--- config.mk ---
export PLATFORM = sky130hd
export DESIGN_NAME = mc_control_flat
export DESIGN_NICKNAME = d
export VERILOG_FILES = /design/src/rtl/mc_control_if.sv /design/src/rtl/mc_control.sv /design/src/flat_wrapper.sv
export SDC_FILE = /design/constraint.sdc
export NUM_CORES = 1
export LEC_CHECK = 0
export CELL_PAD_IN_SITES_DETAIL_PLACEMENT = 2
export CELL_PAD_IN_SITES_GLOBAL_PLACEMENT = 2
export CORE_UTILIZATION = 21
export DETAILED_ROUTE_END_ITERATION = 16
export PLACE_DENSITY = 0.79
export SYNTH_ARGS = -nofsm -noshare
export SYNTH_HDL_FRONTEND = slang
export SYNTH_SLANG_ARGS = --single-unit
--- constraint.sdc ---
create_clock -name clk -period 1.4 [get_ports clk]
set_input_delay 0.21 -clock clk [delete_from_list [all_inputs] [get_ports clk]]
set_output_delay 0.21 -clock clk [all_outputs]
set_load 0.01 [all_outputs]
--- src/rtl/mc_control_if.sv ---
// Bundle between the multi-cycle control FSM and the datapath/memory side.
// MC_ILLEGAL_TRAP_EN adds the illegal-decode status output.
interface mc_control_if;
  logic [6:0] op;
  logic [2:0] funct3;
  logic       funct7b5;
  logic       Zero;
  logic       mem_ready;

  logic       PCWrite;
  logic       AdrSrc;
  logic       MemWrite;
  logic       IRWrite;
  logic [1:0] ResultSrc;
  logic [1:0] ALUSrcA;
  logic [1:0] ALUSrcB;
  logic       RegWrite;
  logic [1:0] ImmSrc;
  logic [2:0] ALUControl;
  logic       Sub;
  logic       mem_err;
`ifdef MC_ILLEGAL_TRAP_EN
  logic       illegal;
`endif

  modport master (
    input  op, funct3, funct7b5, Zero, mem_ready,
`ifdef MC_ILLEGAL_TRAP_EN
    output illegal,
`endif
    output PCWrite, AdrSrc, MemWrite, IRWrite, ResultSrc, ALUSrcA, ALUSrcB,
           RegWrite, ImmSrc, ALUControl, Sub, mem_err
  );

  modport slave (
    output op, funct3, funct7b5, Zero, mem_ready,
`ifdef MC_ILLEGAL_TRAP_EN
    input  illegal,
`endif
    input  PCWrite, AdrSrc, MemWrite, IRWrite, ResultSrc, ALUSrcA, ALUSrcB,
           RegWrite, ImmSrc, ALUControl, Sub, mem_err
  );
endinterface

--- src/rtl/mc_control.sv ---
// Multi-cycle RISC-V control FSM with memory-wait timeout.
// Optional MC_ILLEGAL_TRAP_EN: illegal opcodes / R-type encodings halt the core.
module mc_control #(
  parameter int unsigned MAX_WAIT = 15,
  parameter int unsigned WAIT_W   = 4
) (
  input logic          clk,
  input logic          rst_n,
  mc_control_if.master bus
);
  typedef enum logic [3:0] {
    S_IDLE, S_FETCH, S_DECODE, S_MEMADR, S_MEMREAD, S_MEMWB, S_MEMWRITE,
    S_EXECR, S_EXECI, S_ALUWB, S_JAL, S_BRANCH, S_HALT
  } state_t;

  localparam logic [6:0] OP_LOAD  = 7'b0000011;
  localparam logic [6:0] OP_STORE = 7'b0100011;
  localparam logic [6:0] OP_R     = 7'b0110011;
  localparam logic [6:0] OP_I     = 7'b0010011;
  localparam logic [6:0] OP_JAL   = 7'b1101111;
  localparam logic [6:0] OP_BR    = 7'b1100011;

  state_t              state_q, state_d;
  logic [WAIT_W-1:0]   wait_q, wait_d, wait_inc;
  logic                mem_err_q, mem_err_d;
  logic                mem_state, timeout;
  logic [1:0]          imm_dec;
`ifdef MC_ILLEGAL_TRAP_EN
  logic                illegal_q, illegal_d;
`endif

  always_comb begin
    unique case (bus.op)
      OP_STORE: imm_dec = 2'b01;
      OP_BR:    imm_dec = 2'b10;
      OP_JAL:   imm_dec = 2'b11;
      default:  imm_dec = 2'b00;
    endcase
  end

  assign mem_state = (state_q == S_FETCH) || (state_q == S_MEMREAD) || (state_q == S_MEMWRITE);
  assign wait_inc  = wait_q + 1'b1;
  assign timeout   = (MAX_WAIT != 0) && mem_state && !bus.mem_ready &&
                     (wait_inc == WAIT_W'(MAX_WAIT));

  // NOTE: every signal written here gets a default first so no path leaves it unassigned (no latches).
  always_comb begin
    state_d        = state_q;
    wait_d         = '0;
    mem_err_d      = mem_err_q;
`ifdef MC_ILLEGAL_TRAP_EN
    illegal_d      = illegal_q;
`endif
    bus.PCWrite    = 1'b0;
    bus.AdrSrc     = 1'b0;
    bus.MemWrite   = 1'b0;
    bus.IRWrite    = 1'b0;
    bus.ResultSrc  = 2'b00;
    bus.ALUSrcA    = 2'b00;
    bus.ALUSrcB    = 2'b00;
    bus.RegWrite   = 1'b0;
    bus.ImmSrc     = 2'b00;
    bus.ALUControl = 3'b000;
    bus.Sub        = 1'b0;

    case (state_q)
      S_IDLE: state_d = S_FETCH;
      S_FETCH: begin
        bus.ALUSrcB   = 2'b10;
        bus.ResultSrc = 2'b10;
        bus.PCWrite   = bus.mem_ready;
        bus.IRWrite   = bus.mem_ready;
        if (bus.mem_ready) state_d = S_DECODE;
      end
      S_DECODE: begin
        bus.ALUSrcA = 2'b01;
        bus.ALUSrcB = 2'b01;
        unique case (bus.op)
          OP_LOAD, OP_STORE: state_d = S_MEMADR;
          OP_R:              state_d = S_EXECR;
          OP_I:              state_d = S_EXECI;
          OP_JAL:            state_d = S_JAL;
          OP_BR:             state_d = S_BRANCH;
`ifdef MC_ILLEGAL_TRAP_EN
          default: begin
            state_d   = S_HALT;
            illegal_d = 1'b1;
          end
`else
          default:           state_d = S_FETCH;
`endif
        endcase
      end
      S_MEMADR: begin
        bus.ALUSrcA = 2'b10;
        bus.ALUSrcB = 2'b01;
        state_d     = bus.op[5] ? S_MEMWRITE : S_MEMREAD;
      end
      S_MEMREAD: begin
        bus.AdrSrc = 1'b1;
        if (bus.mem_ready) state_d = S_MEMWB;
      end
      S_MEMWB: begin
        bus.ResultSrc = 2'b01;
        bus.RegWrite  = 1'b1;
        state_d       = S_FETCH;
      end
      S_MEMWRITE: begin
        bus.AdrSrc   = 1'b1;
        bus.MemWrite = 1'b1;
        if (bus.mem_ready) state_d = S_FETCH;
      end
      S_EXECR: begin
        bus.ALUSrcA    = 2'b10;
        bus.ALUControl = bus.funct3;
        // funct7b5 only matters for sub; sra falls through to srl.
        bus.Sub        = (bus.funct3 == 3'b000) && bus.funct7b5;
        state_d        = S_ALUWB;
`ifdef MC_ILLEGAL_TRAP_EN
        if (bus.funct7b5 && (bus.funct3 != 3'b000) && (bus.funct3 != 3'b101)) begin
          state_d   = S_HALT;
          illegal_d = 1'b1;
        end
`endif
      end
      S_EXECI: begin
        bus.ALUSrcA    = 2'b10;
        bus.ALUSrcB    = 2'b01;
        bus.ALUControl = bus.funct3;
        state_d        = S_ALUWB;
      end
      S_ALUWB: begin
        bus.RegWrite = 1'b1;
        state_d      = S_FETCH;
      end
      S_JAL: begin
        bus.ALUSrcA = 2'b01;
        bus.ALUSrcB = 2'b10;
        bus.PCWrite = 1'b1;
        state_d     = S_ALUWB;
      end
      S_BRANCH: begin
        bus.ALUSrcA = 2'b10;
        bus.Sub     = 1'b1;
        bus.PCWrite = bus.Zero ^ bus.funct3[0];
        state_d     = S_FETCH;
      end
      S_HALT:  state_d = S_HALT;
      default: state_d = S_IDLE;
    endcase

    if ((state_q != S_IDLE) && (state_q != S_HALT)) bus.ImmSrc = imm_dec;

    // Counter only survives consecutive stalled cycles in the same memory state.
    if (mem_state && !bus.mem_ready) begin
      wait_d = wait_inc;
      if (timeout) begin
        state_d   = S_HALT;
        mem_err_d = 1'b1;
      end
    end
  end

  // NOTE: sequential state uses non-blocking assignments so every flop samples pre-edge values.
  always_ff @(posedge clk or negedge rst_n) begin
    if (!rst_n) begin
      state_q   <= S_IDLE;
      wait_q    <= '0;
      mem_err_q <= 1'b0;
`ifdef MC_ILLEGAL_TRAP_EN
      illegal_q <= 1'b0;
`endif
    end else begin
      state_q   <= state_d;
      wait_q    <= wait_d;
      mem_err_q <= mem_err_d;
`ifdef MC_ILLEGAL_TRAP_EN
      illegal_q <= illegal_d;
`endif
    end
  end

  assign bus.mem_err = mem_err_q;
`ifdef MC_ILLEGAL_TRAP_EN
  assign bus.illegal = illegal_q;
`endif
endmodule

--- src/flat_wrapper.sv ---
// flat-port wrapper written by rule: the top's interface ports become plain ports
module mc_control_flat 
#(
  parameter int unsigned MAX_WAIT = 15,
  parameter int unsigned WAIT_W   = 4
)
  (clk, rst_n, bus_op, bus_funct3, bus_funct7b5, bus_Zero, bus_mem_ready, bus_PCWrite, bus_AdrSrc, bus_MemWrite, bus_IRWrite, bus_ResultSrc, bus_ALUSrcA, bus_ALUSrcB, bus_RegWrite, bus_ImmSrc, bus_ALUControl, bus_Sub, bus_mem_err);
  mc_control_if bus_i ();
  input logic clk;
  input logic rst_n;
  input wire logic [$bits(bus_i.op)-1:0] bus_op;
  input wire logic [$bits(bus_i.funct3)-1:0] bus_funct3;
  input wire logic [$bits(bus_i.funct7b5)-1:0] bus_funct7b5;
  input wire logic [$bits(bus_i.Zero)-1:0] bus_Zero;
  input wire logic [$bits(bus_i.mem_ready)-1:0] bus_mem_ready;
  output wire logic [$bits(bus_i.PCWrite)-1:0] bus_PCWrite;
  output wire logic [$bits(bus_i.AdrSrc)-1:0] bus_AdrSrc;
  output wire logic [$bits(bus_i.MemWrite)-1:0] bus_MemWrite;
  output wire logic [$bits(bus_i.IRWrite)-1:0] bus_IRWrite;
  output wire logic [$bits(bus_i.ResultSrc)-1:0] bus_ResultSrc;
  output wire logic [$bits(bus_i.ALUSrcA)-1:0] bus_ALUSrcA;
  output wire logic [$bits(bus_i.ALUSrcB)-1:0] bus_ALUSrcB;
  output wire logic [$bits(bus_i.RegWrite)-1:0] bus_RegWrite;
  output wire logic [$bits(bus_i.ImmSrc)-1:0] bus_ImmSrc;
  output wire logic [$bits(bus_i.ALUControl)-1:0] bus_ALUControl;
  output wire logic [$bits(bus_i.Sub)-1:0] bus_Sub;
  output wire logic [$bits(bus_i.mem_err)-1:0] bus_mem_err;
  assign bus_i.op = bus_op;
  assign bus_i.funct3 = bus_funct3;
  assign bus_i.funct7b5 = bus_funct7b5;
  assign bus_i.Zero = bus_Zero;
  assign bus_i.mem_ready = bus_mem_ready;
  assign bus_PCWrite = bus_i.PCWrite;
  assign bus_AdrSrc = bus_i.AdrSrc;
  assign bus_MemWrite = bus_i.MemWrite;
  assign bus_IRWrite = bus_i.IRWrite;
  assign bus_ResultSrc = bus_i.ResultSrc;
  assign bus_ALUSrcA = bus_i.ALUSrcA;
  assign bus_ALUSrcB = bus_i.ALUSrcB;
  assign bus_RegWrite = bus_i.RegWrite;
  assign bus_ImmSrc = bus_i.ImmSrc;
  assign bus_ALUControl = bus_i.ALUControl;
  assign bus_Sub = bus_i.Sub;
  assign bus_mem_err = bus_i.mem_err;
  mc_control #(.MAX_WAIT(MAX_WAIT), .WAIT_W(WAIT_W)) u_core (.clk(clk), .rst_n(rst_n), .bus(bus_i));
endmodule
Word level (Yosys, flattened, before mapping)
Cells that the tools add are included.
W data, S select, Z words.
{"block": "totals", "reg_bits": 9, "in_bits": 15, "out_inout_bits": 18, "wordCells": 67}
{"block": "classes", "add_sub_neg": 1, "n_eq_ne": 20, "n_mux": 21, "bitwise_logic": 1, "n_reduce_logical": 21}
{"cell": "$pmux W4 S8", "count": 1}
{"cell": "$eq A4 B4 Y1 const B", "count": 6}
{"cell": "$mux W4", "count": 6}
{"cell": "$pmux W4 S5", "count": 1}
{"cell": "$eq A4 B3 Y1 const B", "count": 4}
{"cell": "$eq A7 B6 Y1 const B", "count": 2}
{"cell": "$eq A7 B7 Y1 const B", "count": 2}
{"cell": "$pmux W2 S2", "count": 3}
{"cell": "$reduce_or A2 Y1", "count": 6}
{"cell": "$eq A4 B2 Y1 const B", "count": 2}
{"cell": "$reduce_or A4 Y1", "count": 2}
{"cell": "$eq A7 B2 Y1 const B", "count": 1}
{"cell": "$eq A7 B5 Y1 const B", "count": 1}
{"cell": "$pmux W2 S3", "count": 1}
{"cell": "$reduce_or A3 Y1", "count": 2}
{"cell": "$add A4 B1 Y4 const B", "count": 1}
{"cell": "$eq A4 B1 Y1 const B", "count": 1}
{"cell": "$logic_and A1 B1 Y1", "count": 4}
{"cell": "$logic_not A4 Y1", "count": 1}
{"cell": "$mux W1", "count": 4}
{"cell": "$mux W2", "count": 2}
{"cell": "$ne A4 B4 Y1 const B", "count": 1}
{"cell": "$reduce_bool A4 Y1", "count": 1}
{"cell": "$logic_not A3 Y1", "count": 1}
{"cell": "7 further kinds", "count": 8}

Logic depth before layout (Yosys ltp)
{"block": "logic_depth", "ltp_word": 7, "depth_mapped": 5}

Worst setup path after synthesis
OpenSTA, ideal clock, no wires.
{"block": "synth_timing", "kind": "reg-to-output", "from": "register u_core.state_q[3]", "to": "output bus_ImmSrc[0]", "t_arrival_ns": 1.399, "path_slack_ns": -0.209, "stages_incl_launch_ff": 5, "path_buffers": 0, "path_cell_list": "dfrtp_1 nand2b_1 and3_1 or4_1 a21oi_1"}
{"block": "synth_via", "elab_chain_cells": 3, "elab_cells_between_ends": 4, "classes_between": "eq/ne (1); mux (1); reduce/logical (2)"}
{"element": "start, declared", "line": "mc_control.sv:23", "text": "state_t state_q, state_d;"}
{"element": "start signal, assigned", "line": "mc_control.sv:174", "text": "state_q <= state_d;"}
{"element": "$ne A4 B4 Y1 or $reduce_bool A4 Y1 (tied branches)", "line": "mc_control.sv:152", "text": "if ((state_q != S_IDLE) && (state_q != S_HALT)) bus.ImmSrc = imm_dec;"}
{"element": "$logic_and A1 B1 Y1 *", "line": "mc_control.sv:152"}
{"element": "$mux W2 *", "line": "mc_control.sv:152"}
{"element": "end, declared", "line": "flat_wrapper.sv:24", "text": "output wire logic [$bits(bus_i.ImmSrc)-1:0] bus_ImmSrc;"}
Every way passes the cells marked *; elsewhere a longest branch is shown, timed or not.

Worst setup path in the final report
Ends and elaborated chain as after synthesis.

==> run_results.csv <==
group,metric,value,unit
grt,grt_overflow,0,
clocking,postCtsHoldBufs,0,
clocking,clock_path_buffers,2,
placed_design,place.gp.congestion,0.821,
flow_run,maxCapViolCount,0,
die,start_util,0.225,
setup_path,worstSetupPathType,"flip-flop to output port",
hold_path,hold_path.class,"input port to async pin",
die,num_rows,22,
yosys,synth_top_cell_area_share,0.267,
die,die_y,65.3,um
timing,fin_crit,2000,ps
yosys,syn_area,842,um^2
setup_path,r2r_end,"u_core.state_q[3]",
clocking,path_clk_slew,50,ps
grt,grt_use_total,0.220,
finish,seq_area,228,um^2
die,dieArea,4270,um^2
clocking,cts_tree,"yes",
yosys,synth_cells,110,
finish,n_antenna_cell,0,
outcome,violations,"negative setup slack",
power_and_ir_drop,p_leak,0.805,nW
die,io_pins,33,
setup_path,worstSetupStartpoint,"u_core.state_q[3]",
finish,nNetsFinal,207,
timing,fin_worst_skew,3.85,ps
yosys,synth_edf_count,0,
timing,fin_ws,-602,ps
setup_path,reg2reg_from,"u_core.state_q[0]",
yosys,yosys_register_bits,9,
placed_design,portBuffers,32,
die,core_area,3740,um^2
yosys,yosys-top-cells-count,"nor2_1 (18), dfrtp_1 (9), a21oi_1 (7)",
clocking,clk_latency,250,ps
yosys,ys_types,41,
timing,max_freq,499,MHz
setup_path,critPathMaxFanout,4,
drt,postRouteAntennaNets,0,
yosys,syn_nets,127,
grt,antenna_found_initial,0,
yosys,synth_top_area_cell,"dfrtp_1",
clocking,htree_levels,1,
timing,setup_viol,26,
yosys,yosys_warnings,0,
finish,syn2layout_area_growth,129,%
finish,final_area,1930,um^2
timing,relSlewSlack,0.724,
timing,fin_setup_tns,-8130,ps
setup_path,worstPathArrival,1790,ps
yosys,ys_top_cells_by_area,"dfrtp_1 (27%), nor2_1 (8.0%), a21oi_1 (4.2%)",
timing,worstMarginPinSlew,413,ps
setup_path,worstSetupEndpoint,"bus_ImmSrc[0]",
power_and_ir_drop,power.density,1760,nW/um^2
placed_design,place_area,1470,um^2
drt,num_vias,1210,
placed_design,dp_hpwl,2850,um
clocking,clock-root-buffer,"clkbuf_8",
grt,grt_pass1_wl,6960,um
drt,drtIter0Drc,46,
yosys,ys_async_sr_fraction,1.00,
drt,drt-wirelength-per-cell,21.7,um
die,die_w,65.3,um
outcome,outcome,"complete, but fails checks",
yosys,synth_flop_cell,"dfrtp_1",
power_and_ir_drop,irDropWorstVdd,0.915,mV
yosys,avgSynthCellArea,7.66,um^2
timing,min_period_over_period,1.43,
setup_path,critPathLaunchType,"flip-flop",
drt,firstDrtPassIters,4,
clocking,cts_sinks,9,
clocking,numCtsBuffers,3,
setup_path,cp.required,1190,ps
timing,slew_violations,0,
grt,grt_pass1_vias,1328,
yosys,yosysMostFrequentCell,"nor2_1",
finish,multiInputGateArea,850,um^2
drt,wl,5150,um
finish,fill_cells,384,
timing,final-hold-violation-count,0,
setup_path,reg2regPathDepth,7,
drt,vias_per_cell,5.11,
power_and_ir_drop,p_total,3.39,mW
grt,grt_max_degree,12,
finish,drive_gt1_frac,0.582,
drt,drc_errors,0,
setup_path,end_kind,"output port",
yosys,yosysSeqAreaShare,0.267,
setup_path,rrSetupSlack,-440,ps
timing,rsz0062_at_grt,"yes",
worst min-delay path by stage:
stage	from	endpoint	slack [ps]
2_1_floorplan	rst_n	u_core.bus.mem_err	-90
6_report	rst_n	u_core.wait_q[2]	260
3_3_place_gp	u_core.bus.mem_err	u_core.bus.mem_err	450
5_1_grt	rst_n	u_core.wait_q[2]	290
4_1_cts	rst_n	u_core.state_q[0]	290
3_5_place_dp	u_core.bus.mem_err	u_core.bus.mem_err	460
sequential cells by signal (all words and copies together), names as in the netlist:
signal              count
u_core.wait_q           4
u_core.state_q          4
u_core.bus.mem_err      1
per-stage QoR:
stage          std cells   util  hold WS, ps  worst slack [ps]
2_1_floorplan        110      -        -85.6              -143
3_3_place_gp         215  0.393          446              -764
3_5_place_dp         215  0.393          463              -822
4_1_cts              230  0.452          286              -502
5_1_grt              237  0.515          289              -625
6_report             237  0.515          260              -602
placed cells by master (no fill, tap or decap), types with 3 or more instances in the layout:
| cell type | count |
|---|---|
| nor2_2 | 4 |
| dfrtp_1 | 7 |
| buf_6 | 19 |
| inv_1 | 4 |
| nand3_1 | 3 |
| nand3b_1 | 4 |
| clkdlybuf4s50_1 | 12 |
| nand2b_4 | 4 |
| nor2b_1 | 4 |
| nor2_4 | 8 |
| nor3_2 | 4 |
| nor2_1 | 6 |
| buf_2 | 10 |
| clkbuf_8 | 3 |
| o21ai_0 | 4 |
| a21oi_1 | 4 |
| buf_4 | 28 |
| dlygate4sd2_1 | 3 |
| buf_12 | 3 |
per-layer routing:
metal  wire length [um]  share of wire  global-route usage
met5                  0              0                   0
met4                276          0.054              0.0815
met3                163          0.032              0.0226
met2               2730           0.53               0.430
met1               1980           0.38               0.237
where the power goes:
part           internal [mW]  leakage (nW)  switching (mW)
Combinational           1.38         0.665            1.26
Sequential             0.328         0.117          0.0968
Clock                  0.201        0.0228           0.132
Total                   1.90         0.805            1.48
final cells by class:
| type | instances | area share |
|---|---|---|
| well taps | 48 | 0.0311 |
| multi-input cells | 92 | 0.441 |
| clock buffers | 4 | 0.0234 |
| flip-flops and latches | 9 | 0.118 |
| inverters | 5 | 0.00973 |
| repair buffers | 79 | 0.377 |
kinds of logic after synthesis:
logic type,count (synthesis),share of synthesized area
multiplexers,2,0.0238
adder cells (fa/ha/maj),3,0.0416
AO/OA/AOI/OAI,27,0.221
flip-flops,9,0.267
buffers and inverters,9,0.0416
XOR/XNOR,3,0.0312
AND/OR/NAND/NOR,57,0.373
critical path: stages, from the launching register on:
cell and delay, ps:
dfrtp_2 460, nand2b_4 170, and3_4 150, or4_4 460, a21oi_4 170, buf_6 130
timing repair:
action | 4_1_cts | 5_1_grt
resized for setup | 101 | 46
pin swaps | 11 | 7
setup endpoints to repair | 25 | 23
buffers inserted | 11 | 10
Power figures use the tool's default switching activity.
